==> src/rtl/dcache_port_b_pkg.sv <==
// Shared types and constants for the port-B data cache.
//   dcache_state_t : controller states IDLE/FILL/WRITE/DONE
//   dcache_line_t  : one 16-byte line as DCACHE_BEATS packed 32-bit words
//   merge_word()   : byte-lane merge of store data into an existing word
package dcache_port_b_pkg;

  localparam int unsigned DCACHE_OFFSET_BITS = 4;
  localparam int unsigned DCACHE_BEATS       = 4;

  typedef logic [31:0] rv32i_word;

  typedef enum logic [1:0] {
    IDLE,
    FILL,
    WRITE,
    DONE
  } dcache_state_t;

  typedef logic [DCACHE_BEATS-1:0][31:0] dcache_line_t;

  function automatic rv32i_word merge_word(input rv32i_word old_w,
                                           input rv32i_word new_w,
                                           input logic [3:0] mask);
    rv32i_word r;
    r = old_w;
    for (int unsigned b = 0; b < 4; b++) begin
      if (mask[b]) r[8*b +: 8] = new_w[8*b +: 8];
    end
    return r;
  endfunction

endpackage

==> src/rtl/dcache_port_b_if.sv <==
// MEM-stage port-B handshake bundle.
//   master : the MEM stage (drives read_b/write/wmask/address_b/wdata)
//   slave  : the cache (drives resp_b/rdata_b)
interface dcache_port_b_if;
  logic        read_b;
  logic        write;
  logic [3:0]  wmask;
  logic [31:0] address_b;
  logic [31:0] wdata;
  logic        resp_b;
  logic [31:0] rdata_b;

  modport master (output read_b, write, wmask, address_b, wdata,
                  input  resp_b, rdata_b);
  modport slave  (input  read_b, write, wmask, address_b, wdata,
                  output resp_b, rdata_b);
endinterface

==> src/rtl/dcache_port_b_array.sv <==
// Valid/tag/data storage for the direct-mapped cache.
//   clk, rst_n    : clock; active-low synchronous reset clears valid bits only
//   idx_i         : set index shared by reads and writes
//   valid_o/tag_o/line_o : asynchronous read of the indexed set
//   data_we_i, word_i, be_i, data_i : byte-enabled write of one word
//   tag_we_i, tag_i : write tag and mark the set valid
module dcache_port_b_array
  import dcache_port_b_pkg::*;
#(
  parameter int unsigned SETS = 16
) (
  input  logic                                        clk,
  input  logic                                        rst_n,
  input  logic [$clog2(SETS)-1:0]                     idx_i,
  output logic                                        valid_o,
  output logic [31-DCACHE_OFFSET_BITS-$clog2(SETS):0] tag_o,
  output dcache_line_t                                line_o,
  input  logic                                        data_we_i,
  input  logic [1:0]                                  word_i,
  input  logic [3:0]                                  be_i,
  input  logic [31:0]                                 data_i,
  input  logic                                        tag_we_i,
  input  logic [31-DCACHE_OFFSET_BITS-$clog2(SETS):0] tag_i
);

  localparam int unsigned IDXW = $clog2(SETS);
  localparam int unsigned TAGW = 32 - DCACHE_OFFSET_BITS - IDXW;

  logic [SETS-1:0] valid_q;
  logic [TAGW-1:0] tag_q  [SETS];
  dcache_line_t    data_q [SETS];

  assign valid_o = valid_q[idx_i];
  assign tag_o   = tag_q[idx_i];
  assign line_o  = data_q[idx_i];

  always_ff @(posedge clk) begin
    if (!rst_n) begin
      valid_q <= '0;
    end else if (tag_we_i) begin
      valid_q[idx_i] <= 1'b1;
    end
  end

  always_ff @(posedge clk) begin
    if (tag_we_i) tag_q[idx_i] <= tag_i;
    if (data_we_i) begin
      for (int unsigned b = 0; b < 4; b++) begin
        if (be_i[b]) data_q[idx_i][word_i][8*b +: 8] <= data_i[8*b +: 8];
      end
    end
  end

endmodule

==> src/rtl/dcache_port_b.sv <==
// Blocking direct-mapped write-through, no-write-allocate data cache for
// the MEM stage's port B. 16-byte lines refilled by a 4-beat pmem burst.
//   clk, rst_n          : clock, synchronous active-low reset
//   mem (slave)         : read_b/write/wmask/address_b/wdata in, resp_b/rdata_b out
//   pmem_read/pmem_write/pmem_address/pmem_wdata/pmem_wmask : pmem request
//   pmem_rdata/pmem_resp: pmem beat data and acknowledge
// Optional macro DCACHE_PERF_EN adds hit_count/miss_count outputs.
module dcache_port_b
  import dcache_port_b_pkg::*;
#(
  parameter int unsigned SETS  = 16,
  parameter int unsigned BEATS = 4
) (
  input  logic        clk,
  input  logic        rst_n,
  dcache_port_b_if.slave mem,
  output logic        pmem_read,
  output logic        pmem_write,
  output logic [31:0] pmem_address,
  output logic [31:0] pmem_wdata,
  output logic [3:0]  pmem_wmask,
  input  logic [31:0] pmem_rdata,
  input  logic        pmem_resp
`ifdef DCACHE_PERF_EN
  ,
  output logic [31:0] hit_count,
  output logic [31:0] miss_count
`endif
);

  localparam int unsigned IDXW   = $clog2(SETS);
  localparam int unsigned TAGW   = 32 - DCACHE_OFFSET_BITS - IDXW;
  localparam int unsigned BEAT_W = $clog2(DCACHE_BEATS);
  localparam logic [BEAT_W-1:0] LAST_BEAT = BEAT_W'(BEATS - 1);

  dcache_state_t     state_q;
  logic [BEAT_W-1:0] beat_q;

  logic [TAGW-1:0] tag_in;
  logic [IDXW-1:0] idx_in;
  logic [1:0]      word_in;
  logic            unused_addr;

  assign tag_in      = mem.address_b[31 -: TAGW];
  assign idx_in      = mem.address_b[DCACHE_OFFSET_BITS +: IDXW];
  assign word_in     = mem.address_b[3:2];
  assign unused_addr = ^mem.address_b[1:0];

  logic            arr_valid;
  logic [TAGW-1:0] arr_tag;
  dcache_line_t    arr_line;
  logic            hit;
  logic            data_we;
  logic            tag_we;
  logic [1:0]      wr_word;
  logic [3:0]      wr_be;
  logic [31:0]     wr_data;

  assign hit = arr_valid && (arr_tag == tag_in);

  dcache_port_b_array #(.SETS(SETS)) u_array (
    .clk       (clk),
    .rst_n     (rst_n),
    .idx_i     (idx_in),
    .valid_o   (arr_valid),
    .tag_o     (arr_tag),
    .line_o    (arr_line),
    .data_we_i (data_we),
    .word_i    (wr_word),
    .be_i      (wr_be),
    .data_i    (wr_data),
    .tag_we_i  (tag_we),
    .tag_i     (tag_in)
  );

  // Refill beats land in word[beat]; the tag/valid update rides on the last
  // beat so a fill aborted by reset never leaves a valid line behind.
  always_comb begin
    data_we = 1'b0;
    tag_we  = 1'b0;
    wr_word = word_in;
    wr_be   = '0;
    wr_data = mem.wdata;
    unique case (state_q)
      FILL: begin
        if (pmem_resp) begin
          data_we = 1'b1;
          wr_word = beat_q;
          wr_be   = '1;
          wr_data = pmem_rdata;
          tag_we  = (beat_q == LAST_BEAT);
        end
      end
      WRITE: begin
        if (pmem_resp && hit) begin
          data_we = 1'b1;
          wr_be   = mem.wmask;
        end
      end
      default: ;
    endcase
  end

  always_comb begin
    mem.resp_b   = 1'b0;
    mem.rdata_b  = '0;
    pmem_read    = 1'b0;
    pmem_write   = 1'b0;
    pmem_address = '0;
    pmem_wdata   = '0;
    pmem_wmask   = '0;
    unique case (state_q)
      IDLE: begin
        if (mem.read_b && !mem.write && hit) begin
          mem.resp_b  = 1'b1;
          mem.rdata_b = arr_line[word_in];
        end
      end
      FILL: begin
        pmem_read    = 1'b1;
        pmem_address = {mem.address_b[31:DCACHE_OFFSET_BITS], {DCACHE_OFFSET_BITS{1'b0}}};
      end
      WRITE: begin
        pmem_write   = 1'b1;
        pmem_address = {mem.address_b[31:2], 2'b00};
        pmem_wdata   = mem.wdata;
        pmem_wmask   = mem.wmask;
      end
      DONE: begin
        mem.resp_b  = 1'b1;
        mem.rdata_b = mem.write ? '0 : arr_line[word_in];
      end
      default: ;
    endcase
  end

`ifdef DCACHE_PERF_EN
  logic [31:0] hit_cnt_q;
  logic [31:0] miss_cnt_q;
  assign hit_count  = hit_cnt_q;
  assign miss_count = miss_cnt_q;
`endif

  always_ff @(posedge clk) begin
    if (!rst_n) begin
      state_q <= IDLE;
      beat_q  <= '0;
`ifdef DCACHE_PERF_EN
      hit_cnt_q  <= '0;
      miss_cnt_q <= '0;
`endif
    end else begin
      unique case (state_q)
        IDLE: begin
          if (mem.write) begin
            state_q <= WRITE;
          end else if (mem.read_b) begin
            if (hit) begin
`ifdef DCACHE_PERF_EN
              hit_cnt_q <= hit_cnt_q + 32'd1;
`endif
            end else begin
              state_q <= FILL;
              beat_q  <= '0;
`ifdef DCACHE_PERF_EN
              miss_cnt_q <= miss_cnt_q + 32'd1;
`endif
            end
          end
        end
        FILL: begin
          if (pmem_resp) begin
            beat_q <= beat_q + 1'b1;
            if (beat_q == LAST_BEAT) state_q <= DONE;
          end
        end
        WRITE: begin
          if (pmem_resp) state_q <= DONE;
        end
        DONE: begin
          state_q <= IDLE;
        end
        default: state_q <= IDLE;
      endcase
    end
  end

endmodule

==> src/flat_wrapper.sv <==
// flat-port wrapper written by rule: the top's interface ports become plain ports
module dcache_port_b_flat import dcache_port_b_pkg::*;
#(
  parameter int unsigned SETS  = 16,
  parameter int unsigned BEATS = 4
)
  (clk, rst_n, pmem_read, pmem_write, pmem_address, pmem_wdata, pmem_wmask, pmem_rdata, pmem_resp, mem_read_b, mem_write, mem_wmask, mem_address_b, mem_wdata, mem_resp_b, mem_rdata_b);
  dcache_port_b_if mem_i ();
  input  logic clk;
  input  logic rst_n;
  output logic pmem_read;
  output logic pmem_write;
  output logic [31:0] pmem_address;
  output logic [31:0] pmem_wdata;
  output logic [3:0] pmem_wmask;
  input  logic [31:0] pmem_rdata;
  input  logic pmem_resp;
  input wire logic [$bits(mem_i.read_b)-1:0] mem_read_b;
  input wire logic [$bits(mem_i.write)-1:0] mem_write;
  input wire logic [$bits(mem_i.wmask)-1:0] mem_wmask;
  input wire logic [$bits(mem_i.address_b)-1:0] mem_address_b;
  input wire logic [$bits(mem_i.wdata)-1:0] mem_wdata;
  output wire logic [$bits(mem_i.resp_b)-1:0] mem_resp_b;
  output wire logic [$bits(mem_i.rdata_b)-1:0] mem_rdata_b;
  assign mem_i.read_b = mem_read_b;
  assign mem_i.write = mem_write;
  assign mem_i.wmask = mem_wmask;
  assign mem_i.address_b = mem_address_b;
  assign mem_i.wdata = mem_wdata;
  assign mem_resp_b = mem_i.resp_b;
  assign mem_rdata_b = mem_i.rdata_b;
  dcache_port_b #(.SETS(SETS), .BEATS(BEATS)) u_core (.clk(clk), .rst_n(rst_n), .mem(mem_i), .pmem_read(pmem_read), .pmem_write(pmem_write), .pmem_address(pmem_address), .pmem_wdata(pmem_wdata), .pmem_wmask(pmem_wmask), .pmem_rdata(pmem_rdata), .pmem_resp(pmem_resp));
endmodule
==> config.mk <==
export PLATFORM = sky130hd
export DESIGN_NAME = dcache_port_b_flat
export DESIGN_NICKNAME = d
export VERILOG_FILES = /design/src/rtl/dcache_port_b_pkg.sv /design/src/rtl/dcache_port_b_if.sv /design/src/rtl/dcache_port_b_array.sv /design/src/rtl/dcache_port_b.sv /design/src/flat_wrapper.sv
export SDC_FILE = /design/constraint.sdc
export NUM_CORES = 2
export LEC_CHECK = 0
export ABC_AREA = 1
export CORE_ASPECT_RATIO = 2
export CORE_MARGIN = 1
export CORE_UTILIZATION = 45
export CTS_CLUSTER_DIAMETER = 200
export CTS_CLUSTER_SIZE = 24
export DETAILED_ROUTE_END_ITERATION = 10
export PLACE_DENSITY_LB_ADDON = 0.1
export SYNTH_ARGS = -nofsm -noshare
export SYNTH_HDL_FRONTEND = slang
export SYNTH_HIERARCHICAL = 1
export SYNTH_SLANG_ARGS = --single-unit
==> constraint.sdc <==
create_clock -name clk -period 7.2 [get_ports clk]
set_input_delay 1.44 -clock clk [delete_from_list [all_inputs] [get_ports clk]]
set_output_delay 1.44 -clock clk [all_outputs]
set_load 0.1 [all_outputs]
After elaboration in Yosys (flattened, before gate mapping):

Memory sizes are Yosys's and may differ from the RTL's.
Cells that the tools add are included.

* register bits after elaboration: 20
* bits in writable memories: 2432
* input port bits: 105
* output and inout port bits: 103
* logic and storage cells: 866
* memories kept: 2

* add/subtract/negate cells: 1
* $lt $le $gt $ge: 5
* equal/unequal tests: 13
* multiplexer cells: 446
* bitwise operators: 385
* reductions and logical operators: 11

Memories
* u_core.u_array.data_q: depth 16, width 128, rd ports 1, clocked after Yosys merged registers in 0, wr ports 1, line dcache_port_b_array.sv:31 `dcache_line_t data_q [SETS];`
* u_core.u_array.tag_q: depth 16, width 24, rd ports 1, clocked after Yosys merged registers in 0, wr ports 1, line dcache_port_b_array.sv:30 `logic [TAGW-1:0] tag_q [SETS];`

Operator list (count)
* 128-bit 2-to-1 mux: 4
* 1-bit 2-to-1 mux: 403
* 1-bit bitwise OR: 384
* 32-bit demux with 2-bit select: 4
* 32-bit 2-to-1 mux: 7
* 32-bit one-hot mux with 2 select lines: 2
* 32-bit binary-select mux with 2-bit select: 1
* 24-bit equality test: 1
* 2-bit 2-to-1 mux: 12
* 24-bit 2-to-1 mux: 1
* 16-bit 2-to-1 mux: 1
* 16-bit bitwise OR: 1
* 4-bit 2-to-1 mux: 3
* 2-bit != test, second input constant: 5
* 5-bit AND reduction: 2
* 8-bit 2-to-1 mux: 1
* 2-bit one-hot mux with 4 select lines: 1
* 4-bit one-hot mux with 2 select lines: 1
* 2-bit equality test, second input constant: 3
* 1-bit logical AND: 6
* 2-bit by 3-bit < comparator with 1-bit output, second input constant: 2
* 3-bit != test, second input constant: 2
* 4-bit by 5-bit < comparator with 1-bit output, second input constant: 1
* 1-bit binary-select mux with 4-bit select: 1
* other kinds (11): 12

Logic depth before layout (Yosys ltp):

* depth after elaboration: 12
* mapped depth: 26
* gate-level depth less buffers: 22

By module:

The synthesis kept the hierarchy.

By module, submodules not included
* dcache_port_b_array: times used 1, cells each 10224, area an instance 103048.8 um^2, sequential area each 73350.3 um^2
* dcache_port_b: times used 1, cells each 608, area an instance 3056.7 um^2, sequential area each 80.1 um^2

Worst setup path after synthesis:

OpenSTA, ideal clock, no wires.

* path kind: input to output
* start point: input mem_address_b[6]
* end point: output mem_rdata_b[0]
* arrival time: 4478 ps
* data required time: 5760 ps
* path slack: 1282 ps
* stages on the path: 19
* buffers on the path: 2
* path through: inv_1 > nand2_1 > inv_2 > buf_2 > clkbuf_1 > nand2_1 > nand2_1 > inv_1 > nand2_1 > inv_1 > nand2_1 > nand2_2 > nor2_2 > nand2_1 > nor2_4 > nand4_4 > o21ai_4 > nand2_4 > nor2_1

* cells in the longest elaborated chain, start to end: 6
* elaborated cells between the ends (all ways): 12
* those cells by class: eq/ne (1); mux (7); reduce/logical (2); memory (2)

RTL lines
* from (decl): line flat_wrapper.sv:21 `input wire logic [$bits(mem_i.address_b)-1:0] mem_address_b;`
* memory 16 x 24 bit
* named net u_core.arr_tag[3]: line dcache_port_b.sv:50 `logic [TAGW-1:0] arr_tag;`
* 24-bit equality test: line dcache_port_b.sv:59 `assign hit = arr_valid && (arr_tag == tag_in);`
* 1-bit logical AND: line dcache_port_b.sv:59
* 1-bit logical AND: line dcache_port_b.sv:114 `if (mem.read_b && !mem.write && hit) begin`
* 32-bit 2-to-1 mux: line dcache_port_b.sv:114
* 32-bit one-hot mux with 2 select lines: line dcache_port_b.sv:112 `unique case (state_q)`
* to (decl): line flat_wrapper.sv:24 `output wire logic [$bits(mem_i.rdata_b)-1:0] mem_rdata_b;`

The timed path passes the listed nets, and every way through them passes these cells. The select of a mux whose other input is x is not followed.

Final worst setup path:

* start point: input mem_address_b[7]
* end point: output mem_rdata_b[31]

Same word-level chain as after synthesis.

==> load_flow_metrics.sql <==
INSERT INTO impl_metrics (metric_group, metric, value, unit) VALUES
('outcome', 'run_status', 'complete, no violations', ''),
('sta', 'slew_at_the_pin_closest_to_its_max_slew_limit', '1.204', 'ns'),
('worst_setup_path', 'critical_path.cell_chain', 'clkdlybuf4s50_1 > inv_1 > nand2_1 > inv_6 > buf_4 > nand2_1 > nand2_1 > inv_1 > nand2_1 > xnor2_1 > nand3_2 > nor2_2 > nand4_4 > o21ai_4 > nand2_4 > nor2_1 > buf_12', ''),
('grt', 'antenna_found_initial', '15', ''),
('cts', 'cts_tree', 'yes', ''),
('final_layout', 'finalNetCount', '10960', ''),
('worst_setup_path', 'critical_path.endpoint_type', 'output pin', ''),
('worst_setup_path', 'critical_path.endpoint', 'mem_rdata_b[31]', ''),
('floorplan', 'floorplan.rows', '251', ''),
('synthesis', 'synth_top_area_share', '68.83', '%'),
('final_layout', 'filler_cell_count', '21500', ''),
('final_layout', 'syn2layout_area_growth', '8.517', '%'),
('synthesis', 'syn_inst', '10830', ''),
('worst_setup_path', 'cp_data_arrival_time', '5.38', 'ns'),
('grt', 'largest_net_degree_at_the_start_of_global_routing', '207', ''),
('synthesis', 'synth_cell_type_count', '36', ''),
('cts', 'largest_buffer_count_on_any_clock_path', '3', ''),
('worst_setup_path', 'path_buf_inv', '6', ''),
('floorplan', 'boundaryPins', '208', ''),
('synthesis', 'synth.avg_cell_area', '9.796', 'µm²'),
('synthesis', 'synth_enable_flop_cells', '2432', ''),
('worst_setup_path', 'kind_of_cell_adding_the_most_delay_to_the_critical_path', 'buffers and inverters', ''),
('sta', 'finalWorstPathRequiredPeriod', '6.822', 'ns'),
('worst_setup_path', 'slowest_delay', '0.54', 'ns'),
('floorplan', 'coreArea', '234000', 'µm²'),
('sta', 'finClkSkew', '0.03240', 'ns'),
('worst_setup_path', 'crit_fanout', '35', ''),
('sta', 'final.period_utilization', '94.75', '%'),
('synthesis', 'netlist_area', '106100', 'µm²'),
('floorplan', 'die_h', '688.7', 'µm'),
('floorplan', 'fp.dieArea', '237900', 'µm²'),
('grt', 'grt_pass1_vias', '69530', ''),
('routing', 'vias_per_cell', '5.091', ''),
('cts', 'clkTransAtPathRegs', '0.09', 'ns'),
('worst_setup_path', 'cp_common_cell', 'sky130_fd_sc_hd__nand2_1', ''),
('sta', 'slew_viol_final', '0', ''),
('cts', 'htree_levels', '3', ''),
('place', 'io_buffers', '203', ''),
('sta', 'fin_setup_tns', '0', 'ns'),
('grt', 'globalRouteOverflowTotal', '0', ''),
('min_path', 'hold_class', 'flop to flop', ''),
('worst_setup_path', 'rrSetupSlack', '2.73', 'ns'),
('synthesis', 'async_reset_ff_share', '0', '%'),
('cts', 'tritoncts.num_buffers', '112', ''),
('synthesis', 'ys_top_cells_by_count', 'sky130_fd_sc_hd__nand2_1 (6764), sky130_fd_sc_hd__edfxtp_1 (2432), sky130_fd_sc_hd__inv_1 (427), sky130_fd_sc_hd__nor2_1 (388), sky130_fd_sc_hd__buf_2 (340)', ''),
('synthesis', 'synth.ff_latch_count', '2452', ''),
('routing', 'detailedRoute.firstIterationViolations', '5285', ''),
('cts', 'cts.repair_timing.setup_buffer_count', '0', ''),
('grt', 'grt_pass1_wl', '440800', 'µm'),
('worst_setup_path', 'worst_r2r_src', 'u_core/u_array/tag_q[14][12]$_DFFE_PP_', ''),
('sta', 'clock.fmax', '0.1466', 'GHz'),
('floorplan', 'die_w', '345.4', 'µm'),
('power', 'p_leak', '47.90', 'nW'),
('synthesis', 'synth_top_cells_by_area', 'sky130_fd_sc_hd__edfxtp_1 (69%), sky130_fd_sc_hd__nand2_1 (24%), sky130_fd_sc_hd__buf_2 (1.6%)', ''),
('worst_setup_path', 'r2r.worst_path.cells', '21', ''),
('final_layout', 'finalNonFillerCells', '13920', ''),
('floorplan', 'floorplan.initialDensity', '45.35', '%'),
('cts', 'insertion_delay', '0.80', 'ns'),
('sta', 'final_hold_viol_count', '0', ''),
('power', 'vdd_drop_max', '0.0001955', 'V'),
('routing', 'remaining_antenna_violation_count_after_routing', '0', ''),
('worst_setup_path', 'critical_path.slowest_cell', 'sky130_fd_sc_hd__clkdlybuf4s50_1', ''),
('cts', 'cts-hold-fix-buffers', '0', ''),
('sta', 'max-slew-margin-rel', '19.73', '%'),
('cts', 'clock_sinks', '2452', ''),
('synthesis', 'synth_warnings', '6', ''),
('synthesis', 'synth_sequential_area_ratio', '69.21', '%'),
('routing', 'drcViolationCount', '0', ''),
('final_layout', 'design_area', '115100', 'µm²'),
('worst_setup_path', 'criticalPathCategory', 'primary input to output pin', ''),
('worst_setup_path', 'crit_start', 'mem_address_b[7]', '');
==> worst min path at each step <==
stage / slack [ns] / from / cells after the start / end
after floorplan: 0.44 / u_core/u_array/valid_q[11]$_SDFFE_PN0P_ / 1 / u_core/u_array/valid_q[11]$_SDFFE_PN0P_
after global placement: 0.45 / u_core/u_array/valid_q[11]$_SDFFE_PN0P_ / 1 / u_core/u_array/valid_q[11]$_SDFFE_PN0P_
after detailed placement: 0.45 / u_core/u_array/valid_q[15]$_SDFFE_PN0P_ / 1 / u_core/u_array/valid_q[15]$_SDFFE_PN0P_
after CTS: 0.48 / u_core/u_array/valid_q[15]$_SDFFE_PN0P_ / 1 / u_core/u_array/valid_q[15]$_SDFFE_PN0P_
after global routing: 0.50 / u_core/u_array/valid_q[14]$_SDFFE_PN0P_ / 1 / u_core/u_array/valid_q[14]$_SDFFE_PN0P_
final: 0.47 / u_core/u_array/valid_q[0]$_SDFFE_PN0P_ / 1 / u_core/u_array/valid_q[0]$_SDFFE_PN0P_
==> kinds of logic after synthesis <==
group / after synthesis / synth area share [%]
DFF: 2452 / 69.21
xor gates and xnor gates: 2 / 0.01651
muxes: 32 / 0.3396
other: 1 / 0.003534
and+or+nand+nor: 7207 / 25.65
adders and majority gates: 5 / 0.05896
AOI/OAI and AO/OA: 130 / 0.7193
buffers and inverters: 1003 / 4.006
==> per-stage QoR <==
| step | utilization (%) | setup WS (ns) | power, W | hold slack (ns) |
|---|---|---|---|---|
| after CTS | 49.20 | 0.4186 | 0.02758 | 0.4754 |
| after floorplan | - | 1.282 | 0.01890 | 0.4406 |
| final | 49.21 | 0.3784 | 0.02736 | 0.4748 |
| after global routing | 49.20 | 0.1362 | 0.02824 | 0.4979 |
| after global placement | 47.92 | 0.4612 | 0.02051 | 0.4461 |
| after detailed placement | 47.92 | 0.4392 | 0.02056 | 0.4528 |
==> power by group <==
group          total, W  leakage [nW]  switching, W  internal, W
registers        0.0162          22.0     0.0000135       0.0161
logic           0.00406          24.4       0.00323     0.000831
clock network   0.00714          1.46       0.00427      0.00287
total            0.0274          47.9       0.00752       0.0198
==> state kept, by name (all words and copies together), names as in the netlist <==
register,flops
u_core/u_array/data_q,2048
u_core/u_array/tag_q,384
u_core/u_array/valid_q,16
u_core/beat_q,2
u_core/state_q,2
==> metal layers <==
layer | wire length (µm) | vias to the layer above | track usage [%]
li1 | - | 34330 | -
met1 | 111700 | 34290 | 28.44
met2 | 162000 | 1822 | 47.94
met3 | 14280 | 407 | 2.280
met4 | 11090 | 2 | 8.938
met5 | 15 | - | 0
==> placed cells by master, fill, tap and decap left out, drive strengths merged, types with 4 or more instances in the layout <==
master / count
dfxtp: 20
ha: 5
clkbuf: 125
nand2: 6768
nor2: 422
nand3: 11
edfxtp: 2432
diode: 11
o21a: 16
clkdlybuf4s50: 166
o22ai: 32
mux2: 32
o21ai: 69
a21oi: 9
buf: 285
nand4: 4
clkinv: 10
inv: 453
==> final cells by class <==
cell class | count | area (µm²) | share of cell area [%]
antenna | 11 | 27.53 | 0.02391
clock buffer | 125 | 2894 | 2.513
clock inverter | 6 | 93.84 | 0.08150
inverter | 457 | 1750 | 1.520
multi-input combinational | 7378 | 28470 | 24.73
sequential | 2452 | 73430 | 63.77
tap | 3036 | 3799 | 3.299
timing repair buffer | 451 | 4677 | 4.062
Power figures use the tool's default switching activity.
